## config.mk

```make
export PLATFORM = sky130hd
export DESIGN_NAME = i_decode
export DESIGN_NICKNAME = d
export VERILOG_FILES = /design/src/rtl/mips_pkg.sv /design/src/rtl/register_file.sv /design/src/rtl/i_decode.sv
export SDC_FILE = /design/constraint.sdc
export NUM_CORES = 2
export LEC_CHECK = 0
export ABC_AREA = 0
export CAP_MARGIN = 20
export CORE_MARGIN = 4
export CORE_UTILIZATION = 59
export CTS_CLUSTER_SIZE = 24
export DETAILED_ROUTE_END_ITERATION = 6
export PLACE_DENSITY = 0.76
export SYNTH_ARGS = -nofsm -noshare
export SYNTH_HDL_FRONTEND = slang
export SYNTH_HIERARCHICAL = 1
export SYNTH_SLANG_ARGS = --single-unit
```

## constraint.sdc

```tcl
create_clock -name clk -period 41.6 [get_ports clk]
set_clock_uncertainty 0.05 [all_clocks]
set_input_delay 6.24 -clock clk [delete_from_list [all_inputs] [get_ports clk]]
set_output_delay 6.24 -clock clk [all_outputs]
set_load 0.01 [all_outputs]
```

## src/rtl/mips_pkg.sv

```systemverilog
// Shared MIPS-I decode definitions: opcodes, control field widths and the
// per-opcode control words consumed by the ID/EX register.
package mips_pkg;

    localparam logic [5:0] OP_RTYPE = 6'h00;
    localparam logic [5:0] OP_LW    = 6'h23;
    localparam logic [5:0] OP_SW    = 6'h2B;
    localparam logic [5:0] OP_BEQ   = 6'h04;

    localparam int unsigned WB_W = 2;
    localparam int unsigned M_W  = 3;
    localparam int unsigned EX_W = 4;

    // ex = {RegDst, ALUOp[1:0], ALUSrc}, m = {Branch, MemRead, MemWrite},
    // wb = {RegWrite, MemtoReg}
    typedef struct packed {
        logic [EX_W-1:0] ex;
        logic [M_W-1:0]  m;
        logic [WB_W-1:0] wb;
    } ctrl_t;

    localparam ctrl_t CTRL_NONE  = '{ex: 4'b0000, m: 3'b000, wb: 2'b00};
    localparam ctrl_t CTRL_RTYPE = '{ex: 4'b1100, m: 3'b000, wb: 2'b10};
    localparam ctrl_t CTRL_LW    = '{ex: 4'b0001, m: 3'b010, wb: 2'b11};
    localparam ctrl_t CTRL_SW    = '{ex: 4'b0001, m: 3'b001, wb: 2'b00};
    localparam ctrl_t CTRL_BEQ   = '{ex: 4'b0010, m: 3'b100, wb: 2'b00};

    function automatic ctrl_t decode_ctrl(input logic [5:0] opcode);
        case (opcode)
            OP_RTYPE: decode_ctrl = CTRL_RTYPE;
            OP_LW:    decode_ctrl = CTRL_LW;
            OP_SW:    decode_ctrl = CTRL_SW;
            OP_BEQ:   decode_ctrl = CTRL_BEQ;
            default:  decode_ctrl = CTRL_NONE;
        endcase
    endfunction

endpackage

```

## src/rtl/register_file.sv

```systemverilog
// 32x32 register file: two combinational read ports with write-through bypass,
// one synchronous write port, $0 hardwired to zero.
module register_file (
    input  logic        clk,
    input  logic        reset,
    input  logic [4:0]  read_idx_a,
    input  logic [4:0]  read_idx_b,
    output logic [31:0] read_data_a,
    output logic [31:0] read_data_b,
    input  logic        write_en,
    input  logic [4:0]  write_idx,
    input  logic [31:0] write_data
);

    logic [31:0] regs [32];
    logic        write_valid;

    assign write_valid = write_en && (write_idx != 5'd0);

    always_ff @(posedge clk or posedge reset) begin
        if (reset) begin
            for (int i = 0; i < 32; i++) begin
                regs[i] <= 32'h0;
            end
        end else if (write_valid) begin
            regs[write_idx] <= write_data;
        end
    end

    // Bypass lets an instruction decoded in the write cycle see the new value.
    always_comb begin
        read_data_a = 32'h0;
        read_data_b = 32'h0;
        if (read_idx_a != 5'd0) begin
            read_data_a = (write_valid && write_idx == read_idx_a) ? write_data
                                                                   : regs[read_idx_a];
        end
        if (read_idx_b != 5'd0) begin
            read_data_b = (write_valid && write_idx == read_idx_b) ? write_data
                                                                   : regs[read_idx_b];
        end
    end

endmodule

```

## src/rtl/i_decode.sv

```systemverilog
// MIPS instruction-decode stage: register read, control decode, sign extension
// and the ID/EX pipeline register.
module i_decode
    import mips_pkg::*;
(
    input  logic            clk,
    input  logic            reset,
    input  logic [31:0]     IF_ID_IR,
    input  logic [31:0]     IF_ID_NPC,
    input  logic            MEM_WB_RegWrite,
    input  logic [4:0]      MEM_WB_WriteReg,
    input  logic [31:0]     WB_WriteData,
    input  logic            flush,
    output logic [WB_W-1:0] ID_EX_WB,
    output logic [M_W-1:0]  ID_EX_M,
    output logic [EX_W-1:0] ID_EX_EX,
    output logic [31:0]     ID_EX_NPC,
    output logic [31:0]     ID_EX_A,
    output logic [31:0]     ID_EX_B,
    output logic [31:0]     ID_EX_IMM,
    output logic [4:0]      ID_EX_rt,
    output logic [4:0]      ID_EX_rd
);

    logic [5:0]  opcode;
    logic [4:0]  rs;
    logic [4:0]  rt;
    logic [4:0]  rd;
    logic [15:0] imm;
    logic [31:0] rs_data;
    logic [31:0] rt_data;
    logic [31:0] imm_ext;
    ctrl_t       ctrl;

    assign opcode  = IF_ID_IR[31:26];
    assign rs      = IF_ID_IR[25:21];
    assign rt      = IF_ID_IR[20:16];
    assign rd      = IF_ID_IR[15:11];
    assign imm     = IF_ID_IR[15:0];
    assign imm_ext = {{16{imm[15]}}, imm};

    // A flushed slot still carries its data fields; only control becomes a bubble.
    assign ctrl = flush ? CTRL_NONE : decode_ctrl(opcode);

    register_file u_register_file (
        .clk        (clk),
        .reset      (reset),
        .read_idx_a (rs),
        .read_idx_b (rt),
        .read_data_a(rs_data),
        .read_data_b(rt_data),
        .write_en   (MEM_WB_RegWrite),
        .write_idx  (MEM_WB_WriteReg),
        .write_data (WB_WriteData)
    );

    always_ff @(posedge clk or posedge reset) begin
        if (reset) begin
            ID_EX_WB  <= '0;
            ID_EX_M   <= '0;
            ID_EX_EX  <= '0;
            ID_EX_NPC <= 32'h0;
            ID_EX_A   <= 32'h0;
            ID_EX_B   <= 32'h0;
            ID_EX_IMM <= 32'h0;
            ID_EX_rt  <= 5'd0;
            ID_EX_rd  <= 5'd0;
        end else begin
            ID_EX_WB  <= ctrl.wb;
            ID_EX_M   <= ctrl.m;
            ID_EX_EX  <= ctrl.ex;
            ID_EX_NPC <= IF_ID_NPC;
            ID_EX_A   <= rs_data;
            ID_EX_B   <= rt_data;
            ID_EX_IMM <= imm_ext;
            ID_EX_rt  <= rt;
            ID_EX_rd  <= rd;
        end
    end

endmodule

```

After elaboration in Yosys (flattened, before gate mapping). Cells that the tools add are included.

Bits of input ports: 105. Word-level logic and storage cells: 76. Register bits after elaboration: 1155. Output and inout port bits: 147.

Eq/ne operators: 5. Bitwise gates (word level): 3. Reductions and logical operators: 8. Mux-type cells: 15. $lt $le $gt $ge: 4.

Operators by type and width (count): $bwmux W1024 (1); $bmux W32 S5 (2); $mux W32 (9); $demux W32 S5 (1); $pmux W9 S4 (1); $ge A6 B6 Y1 const B (3); $not A5 Y6 (3); $reduce_bool A5 Y1 (3); $eq A6 B6 Y1 const B (2); $eq A5 B5 Y1 (2); $mux W9 (1); $eq A6 B3 Y1 const B (1); $logic_not A6 Y1 (1); $lt A6 B1 Y1 const B (1); $logic_and A1 B1 Y1 (4).

Depth between registers and ports, before layout.
Word-level depth: 6. Mapped depth: 10. Gate-level depth less buffers: 5.

Cells and area by module. Netlist, hierarchy kept.

By module, submodules not included: register_file (cells an instance 3874, instances 1, area each 55454.4 um2); i_decode (cells an instance 159, instances 1, area each 3333.2 um2).

Worst setup path before layout. No wires, ideal clock.

Path type: input to register. From: input port IF_ID_IR[16]. To: register ID_EX_B[24]. Stages: 7. Arrival time: 7.863 ns. Path slack: 33.563 ns. Data required time: 41.426 ns. Cell sequence: buf_4 buf_6 buf_2 mux4_2 a22oi_1 a21oi_1 a211o_1.

Word-level cells in the longest chain between the ends: 6.

Ends and longest elaborated chain: from (decl) (line i_decode.sv:8) `input logic [31:0] IF_ID_IR,`; $not A5 Y6 (not written as such) (line register_file.sv:40) `: regs[read_idx_b];`; $bmux W32 S5 (line register_file.sv:40); $mux W32 (not written as such) (2 in series) (line register_file.sv:40); $mux W32 (line register_file.sv:39) `read_data_b = (write_valid && write_idx == read_idx_b) ? write_data`; $mux W32 (*) (line register_file.sv:38) `if (read_idx_b != 5'd0) begin`; net rt_data[24] (line i_decode.sv:31) `logic [31:0] rt_data;`; to (signal assigned) (line i_decode.sv:74) `ID_EX_B <= rt_data;`; to (decl) (line i_decode.sv:19) `output logic [31:0] ID_EX_B,`.

Mark *: on every way through the listed nets, which the timed path passes. The rest lies on a longest branch. The select of a mux whose other input is x is not followed. A chain may end at the register's enable or synchronous reset.

Final worst setup path.
From: input port IF_ID_IR[21]. To: register ID_EX_A[27].

Word-level cells in the longest chain between the ends: 6.

Ends and longest elaborated chain: $not A5 Y6 (not written as such) (line register_file.sv:36) `: regs[read_idx_a];`; $bmux W32 S5 (line register_file.sv:36); $mux W32 (not written as such) (2 in series) (line register_file.sv:36); $mux W32 (line register_file.sv:35) `read_data_a = (write_valid && write_idx == read_idx_a) ? write_data`; $mux W32 (*) (line register_file.sv:34) `if (read_idx_a != 5'd0) begin`; net rs_data[27] (line i_decode.sv:30) `logic [31:0] rs_data;`; to (signal assigned) (line i_decode.sv:73) `ID_EX_A <= rs_data;`; to (decl) (line i_decode.sv:18) `output logic [31:0] ID_EX_A,`.

Marks and branches as above.

==> results.toml <==
[status]
status = "finished, violations left"
violations = "design-rule violations"

[logic_synthesis]
ys_ff_latch = 1147
synth_edf_count = 0
syn_area_mm2 = 0.0588
yosysSeqAreaShare_pct = 48.8
syn_inst = 4033
ys_warn_count = 6
synth-async-reset-ratio_pct = 100
synthFlopType = "dfrtp_1"
syn-mean-instance-area_um2 = 14.6
synth_top_area_share_pct = 48.8
synth_nets = 4138
yosys.area.top_type = "dfrtp_1"
synth_area_leaders = "dfrtp_1 49%, mux2_2 20%, mux4_2 15%, mux2i_1 4.4%, clkbuf_1 1.3%"
synth_cell_types = 66

[cells_and_area]
drive_gt1_share_pct = 43.5
final_common_cell = "dfrtp_1"
final_core_util_pct = 67.2
area_growth_pct = 12.7
final_cell_mix = "1147 x dfrtp_1, 1044 x mux2_2, 380 x mux4_2"
final_nets = 4176

[sta]
min_period_ns = 9.55
final_max_slew_viol_count = 0
final.period_utilization_pct = 22.9
grt_setup_unrepaired = "no"
timing.fmax_ghz = 0.105
worst_pin_slew_ns = 1.19
hold_violations = 0
tns_ns = 0
max-slew-margin-rel_pct = 20.4
setup_viol = 0

[global_routing]
grt_max_degree = 180
first_global_vias = 39900
antenna_found_initial = 6
grt_pass1_wl_um = 277000
grt.overflow.total = 0
grt_util_all_layers_pct = 36.3

[clock_tree]
htree_num_levels = 3
cts_buffer_depth = 3
cts_buffers = 118
cts.sinks = 1147
worstSkewPairLatency_ns = 0.71
clkTransAtPathRegs_ns = 0.06
cts_hold_repair.buffers = 0
root_buffer = "clkbuf_16"
cts_resized = 0
post_cts_buffers = 0
tritoncts = "built"

[route]
ant_nets = 0
via_per_inst = 7.29
wl_per_cell_um = 34.9
drc = 8
via_count = 39800
first_iter_violations = 4685
dr.pass1.iters = 7
drt-total-wl_um = 191000

[power_and_ir_drop]
netSwitchingPower_mw = 0.869
p_leak_nw = 28.9
internal_power_mw = 2.34
ir_worst_vdd_mv = 0.0355
sw_frac_of_total_pct = 27.1
power_frac_comb_pct = 19.5
power_frac_seq_pct = 45.9
power.density_mw_per_mm2 = 48.4
clockPowerShare_pct = 34.6

[floorplan]
rows = 115
die_w_um = 324
initial_utilization_pct = 59.6
dieArea_mm2 = 0.105
io_pins = 252
core_area_mm2 = 0.0986
fp.dieH_um = 324

[critical_path]
crit_fanout = 100
cp.arrival_ns = 10.06
crit_path_start = "IF_ID_IR[21]"
r2r_end = "ID_EX_B[9]$_DFF_PP0_"
cpPeakStageDelay_ns = 0.70
path_cells = "buf_8 -> buf_4 -> buf_12 -> xnor2_1 -> nand3_1 -> or4_2 -> buf_4 -> nand2_1 -> o31ai_1"
crit_path_end_kind = "flip-flop"
critPathKind = "in -> reg"
r2r_start = "u_register_file/regs[969]$_DFFE_PP0P_"
critPathMostFrequentCell = "buf_4"
critPathSlowestCell = "buf_4"
reg2regPathDepth = 5
endpoint = "ID_EX_A[27]$_DFF_PP0_"
r2r_setup_slack_ns = 39.47
cp-start-kind = "primary input"
crit_required_ns = 42.11

[flow_run]
maxCapViolCount = 0

[placed_design]
dp_hpwl_um = 109000
place_congestion = 0.867
portBuffers = 251

[worst_hold_path]
timing.hold.worst.class = "reg -> reg"
## how the worst min path moves through the flow
stage,from,end,slack [ns],depth (start not counted)
floorplan,u_register_file/regs[1000]$_DFFE_PP0P_,u_register_file/regs[1000]$_DFFE_PP0P_,0.39,1
global placement,u_register_file/regs[1000]$_DFFE_PP0P_,u_register_file/regs[1000]$_DFFE_PP0P_,0.33,0
detailed placement,u_register_file/regs[1019]$_DFFE_PP0P_,u_register_file/regs[1019]$_DFFE_PP0P_,0.33,0
CTS,u_register_file/regs[1011]$_DFFE_PP0P_,u_register_file/regs[1011]$_DFFE_PP0P_,0.35,0
finish,u_register_file/regs[1019]$_DFFE_PP0P_,u_register_file/regs[1019]$_DFFE_PP0P_,0.35,0
global route,u_register_file/regs[998]$_DFFE_PP0P_,u_register_file/regs[998]$_DFFE_PP0P_,0.36,0
## registers in the layout, indices dropped and copies added (netlist names)
register and cells:
ID_EX_rt 5, ID_EX_M 2, ID_EX_rd 4, ID_EX_EX 3, ID_EX_WB 1, ID_EX_B 32
u_register_file/regs 1024, ID_EX_IMM 12, ID_EX_NPC 32, ID_EX_A 32
## cells in the mapped netlist, drive strengths merged, types with 12 or more instances
cell and count:
dfrtp 1147, mux2 1045, mux4 380, mux2i 258
buf 256, clkbuf 207, o21ai 82, o22ai 80
a21oi 59, nor2 55, a211oi 47, a221oi 45
nand2 37, nor3 36, a22oi 32, a221o 28
nor2b 27, a22o 17, nor3b 15, a2111oi 14
nand2b 13, o221ai 13, o22a 12
## power by group through the flow
stage               clock (mW)  sequential, mW  combinational [mW]
global placement             0            1.47               0.595
floorplan                    0            1.44               0.462
CTS                       1.12            1.46               0.613
global route              1.17            1.49               0.664
detailed placement           0            1.48               0.610
finish                    1.11            1.47               0.624
## cell families after synthesis
logic type | count (synthesis) | synth area share (%)
AOI/OAI and AO/OA | 483 | 5.81
xor gates and xnor gates | 10 | 0.149
buffers and inverters | 474 | 4.04
DFF | 1147 | 48.8
muxes | 1683 | 39.0
and+or+nand+nor | 236 | 2.20
## layout make-up
type                    count  area, µm²
multi-input cells        2412      27900
flip-flops and latches   1147      28700
clock inverters            38        522
inverters                  11       53.8
well taps                1287       1610
repair buffers            381       3890
clock buffers             181       3560
diodes                      4       10.0
fillers                  6819      32300
## stage by stage
stage	hold WS (ns)	cell area, µm²	worst slack (ns)	total power [mW]	instances
3_3_place_gp	0.327	61600	31.39	2.06	5214
4_1_cts	0.347	65700	32.11	3.20	5433
2_1_floorplan	0.391	58800	6.49	1.90	4033
6_report	0.348	66300	32.05	3.21	5461
5_1_grt	0.357	66300	31.66	3.33	5459
3_5_place_dp	0.334	61600	31.37	2.09	5214
## layer usage
| metal | vias to the layer above | global-route usage (%) | share of wire, % |
|---|---|---|---|
| li1 | 15600 | - | - |
| met1 | 21000 | 49.6 | 38 |
| met2 | 2604 | 53.9 | 44 |
| met3 | 580 | 11.0 | 12 |
| met4 | 6 | 17.7 | 5.7 |
| met5 | - | 0 | 0.021 |
## critical path: cells and delay by family
family,cells,cell delay (ns)
and+or+nand+nor,3,1.03
AOI/OAI and AO/OA,1,0.14
buffers and inverters,4,2.12
xor gates and xnor gates,1,0.20
No activity file was read; power rests on OpenSTA's default activity.
